===== config.mk =====
export PLATFORM = sky130hd
export DESIGN_NAME = fifod2mac
export DESIGN_NICKNAME = d
export VERILOG_FILES = /design/src/rtl/cs_pkg.sv /design/src/rtl/fifod2mac_skid.sv /design/src/rtl/fifod2mac.sv
export SDC_FILE = /design/constraint.sdc
export NUM_CORES = 1
export LEC_CHECK = 0
export ABC_AREA = 1
export CAP_MARGIN = 20
export CORE_UTILIZATION = 45
export DETAILED_ROUTE_END_ITERATION = 8
export PLACE_DENSITY = 0.73
export SKIP_CTS_REPAIR_TIMING = 1
export SLEW_MARGIN = 20
export SYNTH_ARGS = -nofsm -noshare
export SYNTH_HDL_FRONTEND = slang
export SYNTH_SLANG_ARGS = --single-unit
export TNS_END_PERCENT = 50

===== constraint.sdc =====
create_clock -name sys_clk -period 4.47 [get_ports sys_clk]
set_input_delay 0.447 -clock sys_clk [delete_from_list [all_inputs] [get_ports sys_clk]]
set_output_delay 0.447 -clock sys_clk [all_outputs]
set_load 0.05 [all_outputs]

===== src/rtl/cs_pkg.sv =====
// ---------------------------------------------------------------------------
// cs_pkg
// Definitions shared by the command-sequencer movers (fifod2mac and its
// receive counterpart):
//   - 8-bit mover state encodings, also visible on debug taps
//   - default byte-lane and length widths
//   - the fs/fd handshake convention used between sequencer and movers
//
// fs/fd handshake:
//   The sequencer raises fs_* (level) and holds it until it sees fd_*.
//   The mover raises fd_* (level) when its job is finished and holds it
//   until it samples fs_* low. fd_* drops on the cycle after fs_* is
//   sampled low, which returns the mover to idle.
// ---------------------------------------------------------------------------
package cs_pkg;

   localparam int DATA_WIDTH_DEF = 8;
   localparam int LEN_WIDTH_DEF  = 16;

   // Depth of the output buffer between the FIFO read port and the MAC.
   localparam int SKID_DEPTH = 2;

   typedef enum logic [7:0] {
      ST_IDLE = 8'h00,
      ST_PREP = 8'h01,
      ST_SEND = 8'h02,
      ST_DONE = 8'h03
   } cs_state_t;

   // True when the sequencer requests a new job.
   function automatic logic hs_request(input logic fs);
      return fs;
   endfunction

   // True when the sequencer has acknowledged fd by dropping fs.
   function automatic logic hs_released(input logic fs);
      return ~fs;
   endfunction

endpackage


===== src/rtl/fifod2mac_skid.sv =====
// ---------------------------------------------------------------------------
// fifod2mac_skid
// Two-entry output buffer between the FIFO D read port and the MAC TX
// byte stream. Entries are pushed one cycle after each FIFO read strobe
// (when the read data is valid) and popped by the valid/ready handshake
// on the MAC side. The head entry drives the MAC directly from a
// register, so data is stable while the MAC stalls.
//
// Ports:
//   sys_clk     in   clock, rising edge
//   rst         in   synchronous active-high reset, empties the buffer
//   push        in   write push_data this cycle
//   push_data   in   byte from the FIFO read port
//   out_valid   out  head entry is valid
//   out_data    out  head entry byte
//   out_ready   in   downstream accept
//   occupancy   out  number of valid entries (0..2)
//
// The caller must never push into a full buffer unless it is also
// popping in the same cycle.
// ---------------------------------------------------------------------------
module fifod2mac_skid
   import cs_pkg::*;
#(
   parameter int DATA_WIDTH = DATA_WIDTH_DEF
) (
   input  logic                  sys_clk,
   input  logic                  rst,
   input  logic                  push,
   input  logic [DATA_WIDTH-1:0] push_data,
   output logic                  out_valid,
   output logic [DATA_WIDTH-1:0] out_data,
   input  logic                  out_ready,
   output logic [1:0]            occupancy
);

   logic [DATA_WIDTH-1:0] head_q;
   logic [DATA_WIDTH-1:0] tail_q;
   logic [1:0]            count_q;
   logic                  pop;

   assign out_valid = (count_q != 2'd0);
   assign out_data  = head_q;
   assign occupancy = count_q;
   assign pop       = out_valid & out_ready;

   // head_q is always the oldest byte; tail_q holds the second one when
   // the buffer is full. A pop shifts tail into head.
   // NOTE: the two data entries are reset along with the count because the
   // MAC-side byte must read as zero out of reset; a deep memory would not be.
   always_ff @(posedge sys_clk) begin
      if (rst) begin
         head_q  <= '0;
         tail_q  <= '0;
         count_q <= 2'd0;
      end else begin
         case ({push, pop})
            2'b10: begin
               if (count_q == 2'd0) begin
                  head_q <= push_data;
               end else begin
                  tail_q <= push_data;
               end
               count_q <= count_q + 2'd1;
            end
            2'b01: begin
               head_q  <= tail_q;
               count_q <= count_q - 2'd1;
            end
            2'b11: begin
               // Occupancy is unchanged; the new byte lands behind
               // whatever remains after the pop.
               if (count_q == 2'd1) begin
                  head_q <= push_data;
               end else begin
                  head_q <= tail_q;
                  tail_q <= push_data;
               end
            end
            default: begin
               count_q <= count_q;
            end
         endcase
      end
   end

endmodule


===== src/rtl/fifod2mac.sv =====
// ---------------------------------------------------------------------------
// fifod2mac
// Transmit-path mover. While the sequencer holds fs_fifod2mac, drains one
// frame of data_len bytes from FIFO D (standard-mode read port, data valid
// the cycle after the read strobe) and streams it to the MAC/UDP TX
// valid/ready byte interface, then returns fd_fifod2mac.
//
// Ports:
//   sys_clk       in   clock, rising edge
//   rst           in   synchronous active-high reset
//   fs_fifod2mac  in   start request (level, held until fd)
//   fd_fifod2mac  out  done flag (level, held until fs drops)
//   data_len      in   frame length in bytes, latched at start
//   fifo_cnt      in   FIFO D occupancy
//   fifo_rd_en    out  FIFO D read strobe
//   fifo_rd_data  in   FIFO D read data (one cycle after fifo_rd_en)
//   mac_tx_valid  out  TX byte valid
//   mac_tx_data   out  TX byte
//   mac_tx_last   out  final byte of the frame
//   mac_tx_ready  in   TX accept
//   frame_cnt     out  completed-frame counter (wraps), debug tap
//
// The frame is only started once FIFO D holds all of it, so the read
// stream can never underflow mid-frame. Reads are throttled so the
// two-entry output buffer can never overflow.
// ---------------------------------------------------------------------------
module fifod2mac
   import cs_pkg::*;
#(
   parameter int DATA_WIDTH = DATA_WIDTH_DEF,
   parameter int LEN_WIDTH  = LEN_WIDTH_DEF
) (
   input  logic                  sys_clk,
   input  logic                  rst,
   input  logic                  fs_fifod2mac,
   output logic                  fd_fifod2mac,
   input  logic [LEN_WIDTH-1:0]  data_len,
   input  logic [LEN_WIDTH-1:0]  fifo_cnt,
   output logic                  fifo_rd_en,
   input  logic [DATA_WIDTH-1:0] fifo_rd_data,
   output logic                  mac_tx_valid,
   output logic [DATA_WIDTH-1:0] mac_tx_data,
   output logic                  mac_tx_last,
   input  logic                  mac_tx_ready,
   output logic [7:0]            frame_cnt
);

   localparam logic [LEN_WIDTH-1:0] LEN_ONE = LEN_WIDTH'(1);

   cs_state_t             state_q;
   cs_state_t             state_d;
   logic [LEN_WIDTH-1:0]  len_r;
   logic [LEN_WIDTH-1:0]  rd_cnt;
   logic [LEN_WIDTH-1:0]  tx_cnt;
   logic                  rd_pending;
   logic [7:0]            frame_cnt_q;
   logic [1:0]            buf_occ;
   logic [2:0]            slots_after;
   logic                  tx_accept;
   logic                  enter_send;
   logic                  frame_done;

   // -------------------------------------------------------------------
   // Output buffer
   // -------------------------------------------------------------------
   fifod2mac_skid #(
      .DATA_WIDTH (DATA_WIDTH)
   ) u_skid (
      .sys_clk   (sys_clk),
      .rst       (rst),
      .push      (rd_pending),
      .push_data (fifo_rd_data),
      .out_valid (mac_tx_valid),
      .out_data  (mac_tx_data),
      .out_ready (mac_tx_ready),
      .occupancy (buf_occ)
   );

   assign tx_accept   = mac_tx_valid & mac_tx_ready;
   assign mac_tx_last = mac_tx_valid & (tx_cnt == (len_r - LEN_ONE));

   // Buffer slots still committed after this cycle: bytes held plus the
   // read in flight, minus the byte the MAC takes now. Counting the
   // current pop is what lets a new read go out every cycle while the
   // MAC keeps ready high.
   assign slots_after = {1'b0, buf_occ} + {2'b00, rd_pending} - {2'b00, tx_accept};

   assign fifo_rd_en = (state_q == ST_SEND) && (rd_cnt < len_r) && (slots_after < 3'd2);

   assign enter_send = (state_q == ST_PREP) && (state_d == ST_SEND);
   assign frame_done = (state_d == ST_DONE) &&
                       ((state_q == ST_SEND) || (state_q == ST_IDLE));

   assign fd_fifod2mac = (state_q == ST_DONE);
   assign frame_cnt    = frame_cnt_q;

   // -------------------------------------------------------------------
   // FSM
   // -------------------------------------------------------------------
   always_ff @(posedge sys_clk) begin
      if (rst) begin
         state_q <= ST_IDLE;
      end else begin
         state_q <= state_d;
      end
   end

   // NOTE: state_d gets its default before the case so that no path
   // through this block leaves it unassigned and infers a latch.
   always_comb begin
      state_d = state_q;
      case (state_q)
         ST_IDLE: begin
            if (hs_request(fs_fifod2mac)) begin
               state_d = (data_len == '0) ? ST_DONE : ST_PREP;
            end
         end
         ST_PREP: begin
            // Oversized frames wait here until reset.
            if (fifo_cnt >= len_r) begin
               state_d = ST_SEND;
            end
         end
         ST_SEND: begin
            if (tx_accept && mac_tx_last) begin
               state_d = ST_DONE;
            end
         end
         ST_DONE: begin
            if (hs_released(fs_fifod2mac)) begin
               state_d = ST_IDLE;
            end
         end
         default: begin
            state_d = ST_IDLE;
         end
      endcase
   end

   // -------------------------------------------------------------------
   // Length latch, read/accept counters, frame counter
   // -------------------------------------------------------------------
   // NOTE: non-blocking assignments throughout so every register here
   // updates from pre-edge values, independent of statement order.
   always_ff @(posedge sys_clk) begin
      if (rst) begin
         len_r       <= '0;
         rd_cnt      <= '0;
         tx_cnt      <= '0;
         rd_pending  <= 1'b0;
         frame_cnt_q <= 8'h00;
      end else begin
         // A cleared rd_pending also drops any byte still in flight
         // from the FIFO when a reset interrupts a frame.
         rd_pending <= fifo_rd_en;

         if ((state_q == ST_IDLE) && hs_request(fs_fifod2mac)) begin
            len_r <= data_len;
         end

         if (enter_send) begin
            rd_cnt <= '0;
            tx_cnt <= '0;
         end else begin
            if (fifo_rd_en) begin
               rd_cnt <= rd_cnt + LEN_ONE;
            end
            if (tx_accept) begin
               tx_cnt <= tx_cnt + LEN_ONE;
            end
         end

         if (frame_done) begin
            frame_cnt_q <= frame_cnt_q + 8'h01;
         end
      end
   end

endmodule

==> key figures <==
Layout
  – Nets: 929
  – Most common cell after layout, fill and taps aside: nand2_1
  – Antenna diode count: 0
  – Fraction of layout cells with a size suffix above 1: 8.962%
  – Synth-to-layout area growth: 19.99%
  – Most frequent cells in the layout: nand2_1 (123), inv_1 (120), dfxtp_1 (83)

Synth
  – Netlist cell types: 45
  – Mapped Avg Cell Area: 7.058 um2
  – EDFF count, synth: 0
  – Adder-Cell Fraction of Synth Area: 9.719%
  – Yosys Warn Count: 0
  – XOR/XNOR Fraction of Synth Area: 5.749%
  – Largest family of logic cells by synthesized area: simple AND/OR/NAND/NOR gates
  – Post-Syn Area: 5484 um2
  – Post-synthesis mux area share: 0%
  – Sequential area share after synthesis: 30.30%
  – Post-Syn Instances: 777
  – Yosys reg bits: 83
  – Simple-gate share of the synthesized area: 31.23%
  – Top_reg_cell synth: dfxtp_1
  – Cell taking the most area after synthesis: dfxtp_1
  – Share of the synthesized area in the top cell type: 30.30%
  – Post-synthesis compound-gate area fraction: 12.66%
  – Area contributors post-synth: dfxtp_1 (30%), ha_1 (9.4%), nand2_1 (8.4%), inv_1 (8.2%), a21oi_1 (5.7%)
  – Async SR Flop Fraction: 0%

Worst hold path
  – Hold path depth: 2
  – Tightest Hold Check Type: flop to flop
  – Hold EP: u_skid.tail_q[7]
  – Worst min-delay path startpoint: u_skid.tail_q[7]

Power and ir drop
  – Combinational power share: 8.6%
  – Sequential power share: 46.0%
  – Cell Pwr Density: 247.1 nW/um2
  – Sw Share: 22.88%
  – Sw power: 0.3721 mW
  – Peak supply drop: 0.0001914 V
  – Leak: 2.861 nW
  – Cell Int Power: 1.254 mW
  – Clock power frac: 45.5%

Critical path
  – Worst path cell trace: inv_2 > ha_1 > nand2_1 > nand2_1 > nor3_1 > nand3_1 > nor3_1 > nand3_1 > nor4_1 > clkdlybuf4s50_1
  – Slowest-stage cell, CP: clkdlybuf4s50_1
  – Largest stage delay, worst path: 880 ps
  – WP buf/inv: 2
  – CP max FO: 5
  – Endpoint type of the worst setup path: output port
  – Worst EP arrival: 3230 ps
  – Flop2flop setup slack: 1140 ps
  – Crit path kind: flop to output port
  – FF-to-FF End: rd_cnt[0]
  – R2R cell count: 14
  – CP Data Required Time: 4020 ps
  – CP top delay family: simple AND/OR/NAND/NOR gates
  – Reg2reg start: u_skid.occupancy[1]
  – CP startpoint kind: flop

Timing
  – Period minus WS final: 3679 ps
  – Hold Fails Final Rpt: 0
  – Final setup violation count: 0
  – Fin crit share: 82.30%
  – Fin. max-slew vios: 0
  – RSZ-0062 raised after global routing: false
  – Max Clock Skew: 6.821 ps
  – Fmax: 0.2718 GHz
  – Worst-Margin Slew: 970.3 ps
  – Setup_tns: 0 ps
  – WHS: 452.6 ps
  – Worst rel slew slack: 34.88%

Global routing
  – Vias in the first global route: 4,619
  – Initial antenna violation count: 0
  – First-pass GRT wire length: 21,820 um
  – Global router's overall resource usage: 21.70%
  – Grt total ovfl: 0
  – Largest net degree at the start of global routing: 39

Clock tree
  – CTS buffer count: 9
  – CTS sink cnt: 83
  – Clk root buf: clkbuf_16
  – TritonCTS clock tree: done
  – Worst-path clk slew: 60 ps
  – Clock Tree Buf Depth: 2
  – Clock latency on the worst-skew pair: 350 ps
  – Htree depth: 3

Outcome
  – Status: complete, no violations

Detailed routing
  – DRC: 0
  – Vias per cell: 5.076
  – Number of routed nets with antenna violations: 0
  – Drt initial violations: 219
  – Avg WL per Cell: 12.83 um
  – Final WL: 12,720 um
  – First drt pass iteration count: 5
  – Total number of vias: 5,030

Floorplan
  – Chip Width: 112.4 um
  – Die H: 112.4 um
  – Ports: 64
  – # rows: 39
  – Die ar.: 12,630 um2
  – Core Area: 11,660 um2
  – Initial Util: 47.02%

Placement
  – IO Port Bufs: 63
  – Half-perimeter wire length after placement: 9828 um
  – RD Place Congestion: 0.8723

Job
  – Max cap viols: 0
==> flip-flops by register name, summed over array words and instances (netlist names) <==
register and cells:
rd_cnt 16, len_r 16, state_q 8, rd_pending 1, u_skid.out_data 8, u_skid.occupancy 2
tx_cnt 16, u_skid.tail_q 8, frame_cnt 8
==> tightest hold or removal path, cell delays in order, from the launching register on <==
cell	delay [ps]
dfxtp_1	300
inv_1	60
a21oi_1	50
==> worst max-delay path by stage <==
stage / slack (ps) / end / startpoint / cells after the start
6_report: 790 / mac_tx_last / len_r[0] / 10
5_1_grt: 570 / mac_tx_last / len_r[0] / 10
4_1_cts: 810 / mac_tx_last / len_r[0] / 10
3_5_place_dp: 950 / rd_cnt[0] / mac_tx_ready / 12
3_3_place_gp: 1060 / rd_cnt[0] / mac_tx_ready / 12
2_1_floorplan: 1010 / mac_tx_last / u_skid.occupancy[1] / 9
==> metrics by stage <==
stage	setup WS, ps	power (mW)	cell area (um2)	util [%]	instances
2_1_floorplan	1009	0.8419	5503	-	782
3_3_place_gp	1061	0.9016	6285	53.89	975
3_5_place_dp	953.8	0.9028	6285	53.89	975
4_1_cts	811.8	1.642	6580	56.42	991
5_1_grt	574.3	1.694	6580	56.42	991
6_report	791.2	1.626	6580	56.42	991
==> area by class of cell <==
type,instances,area (um2)
Tap cell,143,178.9
Multi-Input combinational cell,552,3287
Inverter,128,484.2
Timing Repair Buffer,69,673.1
Fill cell,1114,5082
Clock buffer,11,242.7
Clock inverter,5,52.55
Sequential cell,83,1662
==> cells by family after synthesis <==
kind of cell	after synthesis
simple gates	339
compound gates	129
fa+ha+maj	42
flops	83
xor+xnor	36
other cells	1
buf+inv	147
==> routing by layer <==
layer  track usage [%]  share of wire, %  up-vias
met5                 0                 0        -
met2             35.32                45      125
li1                  -                 -     2678
met4             6.844               1.6        0
met3             5.022               4.7       15
met1             28.49                49     2212
==> synthesized netlist by cell type (5+ instances only) <==
master and count:
nand2_1 123, inv_1 120, dfxtp_1 83, nor2_1 72, a21oi_1 62, o21ai_0 46, nand3_1 42, ha_1 41
nand4_1 27, xor2_1 25, clkbuf_1 13, nand2_2 11, xnor2_1 11, nor2_2 10, nor4_1 10, nor3_1 8
o221ai_1 8, nand3b_1 7, o21ai_1 6, inv_2 5, nand2_4 5
==> power groups by stage <==
| stage | combinational [mW] | clock [mW] | sequential, mW |
|---|---|---|---|
| 3_5_place_dp | 0.139 | 0 | 0.764 |
| 5_1_grt | 0.157 | 0.790 | 0.748 |
| 6_report | 0.139 | 0.739 | 0.748 |
| 4_1_cts | 0.140 | 0.755 | 0.747 |
| 2_1_floorplan | 0.0769 | 0 | 0.765 |
| 3_3_place_gp | 0.138 | 0 | 0.764 |
Power figures use the tool's default switching activity.
